$ cat src/rtl/checkpoint_ctrl.sv
// Rename-table checkpoint sequencer: allocates labels per branch, retires them in
// age order, and turns mispredicts/exceptions into single recovery pulses.
module checkpoint_ctrl #(
    parameter int unsigned NUM_CHECKPOINTS = 4,
    localparam int unsigned PTR_W = $clog2(NUM_CHECKPOINTS)
) (
    input  logic             clk_i,
    input  logic             rst_i,
    input  logic             branch_valid_i,
    output logic             branch_ready_o,
    output logic             do_checkpoint_o,
    output logic [PTR_W-1:0] alloc_id_o,
    input  logic             resolve_valid_i,
    input  logic [PTR_W-1:0] resolve_id_i,
    input  logic             resolve_mispredict_i,
    input  logic             exception_i,
    output logic             do_recover_o,
    output logic [PTR_W-1:0] recover_checkpoint_o,
    output logic             delete_checkpoint_o,
    output logic             recover_commit_o,
    output logic             flush_frontend_o,
    output logic [PTR_W:0]   num_used_o,
    output logic             out_of_checkpoints_o
);

    localparam int unsigned CW = PTR_W + 1;
    localparam logic [CW-1:0] MAX_USED = CW'(NUM_CHECKPOINTS - 1);

    typedef enum logic [1:0] {
        RUN,
        RECOVER,
        RECOVER_COMMIT,
        BUBBLE
    } state_e;

    state_e                     state_q, state_d;
    logic [PTR_W-1:0]           head_q, head_d;
    logic [PTR_W-1:0]           tail_q, tail_d;
    logic [CW-1:0]              count_q, count_d;
    logic [NUM_CHECKPOINTS-1:0] valid_q, valid_d;
    logic [NUM_CHECKPOINTS-1:0] ok_q, ok_d;
    logic [PTR_W-1:0]           rec_id_q, rec_id_d;

    logic                       mispredict;
    logic                       resolve_ok;
    logic                       alloc;
    logic                       delete;
    logic [PTR_W-1:0]           rollback_len;
    logic [PTR_W-1:0]           kept_len;
    logic [NUM_CHECKPOINTS-1:0] kill;

    assign mispredict = resolve_valid_i & resolve_mispredict_i & valid_q[resolve_id_i];
    assign resolve_ok = resolve_valid_i & ~resolve_mispredict_i & valid_q[resolve_id_i];

    always_ff @(posedge clk_i) begin
        if (rst_i) begin
            state_q <= RUN;
        end else begin
            state_q <= state_d;
        end
    end

    always_comb begin
        state_d              = state_q;
        do_recover_o         = (state_q == RECOVER);
        recover_commit_o     = (state_q == RECOVER_COMMIT);
        flush_frontend_o     = do_recover_o | recover_commit_o;
        recover_checkpoint_o = do_recover_o ? rec_id_q : '0;
        branch_ready_o       = (state_q == RUN) & (count_q < MAX_USED) & ~exception_i & ~mispredict;
        alloc                = branch_valid_i & branch_ready_o;
        do_checkpoint_o      = alloc;
        alloc_id_o           = head_q;
        delete               = valid_q[tail_q] & ok_q[tail_q] & ~do_recover_o
                               & ~recover_commit_o & ~exception_i;
        delete_checkpoint_o  = delete;
        num_used_o           = count_q;
        out_of_checkpoints_o = (count_q == MAX_USED);

        if (exception_i) begin
            state_d = RECOVER_COMMIT;
        end else if (mispredict) begin
            state_d = RECOVER;
        end else begin
            case (state_q)
                RECOVER, RECOVER_COMMIT: state_d = BUBBLE;
                BUBBLE:                  state_d = RUN;
                default:                 state_d = RUN;
            endcase
        end
    end

    // Entries from the mispredicted label up to head-1 (circular) are younger and die.
    assign rollback_len = head_q - resolve_id_i;
    assign kept_len     = resolve_id_i - tail_q;

    always_comb begin
        kill = '0;
        for (int unsigned i = 0; i < NUM_CHECKPOINTS; i++) begin
            kill[i] = ((PTR_W'(i) - resolve_id_i) < rollback_len);
        end
    end

    always_comb begin
        valid_d  = valid_q;
        ok_d     = ok_q;
        head_d   = head_q;
        tail_d   = tail_q;
        count_d  = count_q;
        rec_id_d = rec_id_q;

        if (exception_i) begin
            valid_d = '0;
            ok_d    = '0;
            head_d  = '0;
            tail_d  = '0;
            count_d = '0;
        end else begin
            if (delete) begin
                valid_d[tail_q] = 1'b0;
                ok_d[tail_q]    = 1'b0;
                tail_d          = tail_q + 1'b1;
            end
            if (mispredict) begin
                valid_d  = valid_d & ~kill;
                ok_d     = ok_d & ~kill;
                head_d   = resolve_id_i;
                count_d  = CW'(kept_len) - CW'(delete);
                rec_id_d = resolve_id_i;
            end else begin
                if (resolve_ok) begin
                    ok_d[resolve_id_i] = 1'b1;
                end
                if (alloc) begin
                    valid_d[head_q] = 1'b1;
                    ok_d[head_q]    = 1'b0;
                    head_d          = head_q + 1'b1;
                end
                count_d = count_q + CW'(alloc) - CW'(delete);
            end
        end
    end

    always_ff @(posedge clk_i) begin
        if (rst_i) begin
            valid_q  <= '0;
            ok_q     <= '0;
            head_q   <= '0;
            tail_q   <= '0;
            count_q  <= '0;
            rec_id_q <= '0;
        end else begin
            valid_q  <= valid_d;
            ok_q     <= ok_d;
            head_q   <= head_d;
            tail_q   <= tail_d;
            count_q  <= count_d;
            rec_id_q <= rec_id_d;
        end
    end

endmodule
$ cat config.mk
export PLATFORM = sky130hd
export DESIGN_NAME = checkpoint_ctrl
export DESIGN_NICKNAME = d
export VERILOG_FILES = /design/src/rtl/checkpoint_ctrl.sv
export SDC_FILE = /design/constraint.sdc
export NUM_CORES = 1
export LEC_CHECK = 0
export CORE_MARGIN = 3
export CORE_UTILIZATION = 53
export DETAILED_ROUTE_END_ITERATION = 10
export PLACE_DENSITY = 0.79
export SYNTH_ARGS = -nofsm -noshare
export SYNTH_HDL_FRONTEND = slang
export SYNTH_SLANG_ARGS = --single-unit
$ cat constraint.sdc
create_clock -name clk_i -period 3.2 [get_ports clk_i]
set_clock_uncertainty 0.05 [all_clocks]
set_input_delay 0.32 -clock clk_i [delete_from_list [all_inputs] [get_ports clk_i]]
set_output_delay 0.32 -clock clk_i [all_outputs]
set_load 0.05 [all_outputs]
==> impl_results.md <==
* Outcome: finished, final reports clean
* Number of nets still failing antenna checks after routing at 0
* Ports at 22
* Non-Filler Cell Area, Final at 1730 um2
* Number of post-CTS setup repair buffers at 0
* Dominant register cell in the synthesized netlist: sky130_fd_sc_hd__dfxtp_1
* Initial drt markers at 59
* Clock period minus final worst setup slack at around 2.8 ns
* Setup CP Type: flop to flop
* Initial Utilization at 56.6%
* CTS root buffer: sky130_fd_sc_hd__clkbuf_4
* Async SR Flop Fraction at 0%
* Clock Pin Slew Worst Setup and Hold Paths at 0.11 ns
* Switching power summed over all nets at 0.000149 W
* Number of cells produced by synthesis at 158
* Sequential group share of total power at 50.0%
* CTS tree: built
* DR pass1 iterations at 4
* Overall routing resource usage at 24.5%
* Quantity of hold-fixing buffers added after cts at 0
* Yosys Warn Count at 0
* RSZ-0062 raised after global routing: false
* Vias per Instance at 5.97
* Standard-cell rows at 18
* Net count of the mapped netlist at 192
* Average instance area after synthesis at 8.96 um2
* Most common cell after layout, fill and taps aside: sky130_fd_sc_hd__ha_1
* CTS Sinks at 19
* Peak supply drop at 246 uV
* Leading cell types in the layout, fill and taps excluded: sky130_fd_sc_hd__ha_1 (23), sky130_fd_sc_hd__inv_1 (20), sky130_fd_sc_hd__dfxtp_1 (19)
* Post-synthesis sequential area ratio at 26.9%
* Total half-perimeter wirelength after legalization and detailed placement at 2.78 mm
* Synthesized cell area at 1420 um2
* Number of antenna violations at the first check in global routing at 0
* Cell total after placement at 210
* Diode count at 0
* Overall die area at approximately 3300 um2
* Final period util at 87.8%
* Leftover overflow at the end of global routing at 0
* Top fanout value on the critical path at 4
* Global-route wire length before repair at approximately 6.3 mm
* Total Negative Setup Slacks at 0 ns
* Number of nets in the final layout at 219
* Maximum number of pins on one net before global-route repair at 14
* WL/cell at 16.8 um
* Share of total power consumed by net switching at 30.7%
* Number of standard cells in the layout, taps in and fillers out at 214
* Power Density at 280 nW/um2
* Number of hold-slack violations in the final timing report at 0
* Routed via count at 1277
* Layout Area Growth over Synthesis at 22.5%
* #FFs+latches synth at 19
* Via count of the first global-routing pass at 1385
* Cell-internal power at 0.000337 W
* Number of levels the H-tree was split into at 1
* Cells resized by post-CTS repair at 0
* Combinational fraction of design power at between 20% and 30%
* Critical Path RT at 3.36 ns
* Final slew viol count at 0
* Tightest Hold Check Type: flop to flop
* Maximum buffer depth of the clock tree at 2
* Number of remaining DRC errors at 0
* Count of different cell masters after synthesis at 39
* Final setup viols at 0
* Worst hold path cell count at 2
* Total CTS buffers at 3
* Number of filler instances in the final layout at between 150 and 200
* Relative contribution of the clock network to total power at 26.1%
* Worst-margin pin slew at 0.507 ns
* Die height at 57.7 um
* Cell leakage power at 0.694 nW
* Launching element type of the critical path: flop
* Slack of the worst reg-to-reg path at 0.39 ns
* Routed WL at 3.61 mm
* Number of synthesized flops with an enable pin at 0
* Fraction of final layout cells with drive strength greater than 1 at 10.3%
* Port-buffer cells at 21
* Post-DP Area at 1710 um2
* Setup crit end kind: flop
* Max-cap viol count at 0
* Floorplan die width at 57.7 um
* Number of cells traversed by the worst register-to-register path at 11
* Placeable Area at 2500 um2
* Maximum clock frequency at roughly 0.36 GHz
* Relative max-transition margin at 66.1%
* Final weighted congestion in routability-driven placement at 0.889
* Clk Latency, worst-skew pair at 0.30 ns
* Arrival time at the worst endpoint at 2.97 ns
-- synth_stat cells (all sizes together), types with 2 or more instances --
cell type | n | area [um2]
a211oi | 5 | 37.5
a221oi | 4 | 35.0
o21ba | 2 | 20.0
nor3 | 4 | 20.0
nor2 | 10 | 37.5
a21o | 2 | 15.0
nand3 | 4 | 20.0
fa | 3 | 60.1
xnor2 | 4 | 35.0
ha | 23 | 288
a21oi | 6 | 30.0
o31ai | 8 | 60.1
and4 | 2 | 17.5
dfxtp | 19 | 380
buf | 4 | 21.3
o21ai | 8 | 40.0
nand2 | 8 | 30.0
and2 | 2 | 12.5
inv | 20 | 75.1
mux2i | 2 | 20.0
or3 | 2 | 12.5
-- layout make-up --
cell class | count | area (um2) | area share, %
multi-input combinational | 114 | 941 | 54.3
clock buffer | 4 | 26.3 | 1.52
sequential | 19 | 380 | 21.9
timing repair buffer | 27 | 273 | 15.7
tap | 30 | 37.5 | 2.17
inverter | 20 | 75.1 | 4.33
-- routing by layer --
metal / global-route usage (%) / vias to the layer above / wire length, um
met5: 0 / - / 0
met4: 11.9 / 0 / 77
met3: 4.23 / 12 / 248
met2: 38.7 / 60 / 1720
met1: 32.3 / 588 / 1560
li1: - / 617 / -
-- worst paths after layout --
kind | start | to
worst min register to register | ok_q[0] | ok_q[0]
worst max-delay path | state_q[1] | num_used_o[2]
worst max register to register | state_q[1] | num_used_o[2]
worst min-delay path | ok_q[0] | ok_q[0]
-- power by group through the flow --
stage / combinational [W] / sequential, W / clock, W
2_1_floorplan: 0.0000669 / 0.000251 / 0
6_report: 0.000116 / 0.000243 / 0.000127
3_5_place_dp: 0.000114 / 0.000248 / 0
5_1_grt: 0.000125 / 0.000244 / 0.000146
4_1_cts: 0.000115 / 0.000243 / 0.000129
3_3_place_gp: 0.000112 / 0.000248 / 0
-- cell families (layout without fill, tap and decap cells) --
logic type,count (synthesis),after routing,synth area share (%)
compound gates,43,43,22.4
simple gates,38,38,13.5
fa+ha+maj,26,26,24.6
buf+inv,25,51,7.16
flops,19,19,26.9
xor+xnor,4,4,2.48
mux,3,3,3.01
-- registers in the layout (all words and copies together), names as in the netlist --
name        count
alloc_id_o      2
num_used_o      3
ok_q            4
rec_id_q        2
state_q         2
tail_q          2
valid_q         4
-- through the flow --
stage | hold slack (ns) | util, % | power, W | setup slack, ns
6_report | 0.468 | 69.3 | 0.000486 | 0.389
5_1_grt | 0.481 | 69.3 | 0.000515 | 0.250
4_1_cts | 0.468 | 69.3 | 0.000487 | 0.377
3_5_place_dp | 0.439 | 68.3 | 0.000362 | 0.287
3_3_place_gp | 0.423 | 68.3 | 0.000359 | 0.438
2_1_floorplan | 0.339 | - | 0.000318 | 0.0465
-- critical path, stage by stage (launching register included) --
cell and delay, ns:
sky130_fd_sc_hd__dfxtp_1 0.36, sky130_fd_sc_hd__inv_1 0.06, sky130_fd_sc_hd__ha_1 0.24, sky130_fd_sc_hd__or3_1 0.39
sky130_fd_sc_hd__a311o_1 0.33, sky130_fd_sc_hd__nor2_4 0.12, sky130_fd_sc_hd__ha_1 0.13, sky130_fd_sc_hd__inv_1 0.04
sky130_fd_sc_hd__ha_1 0.18, sky130_fd_sc_hd__fa_1 0.40, sky130_fd_sc_hd__xnor2_1 0.15, sky130_fd_sc_hd__a211oi_1 0.29
No activity file was read; power rests on OpenSTA's default activity.
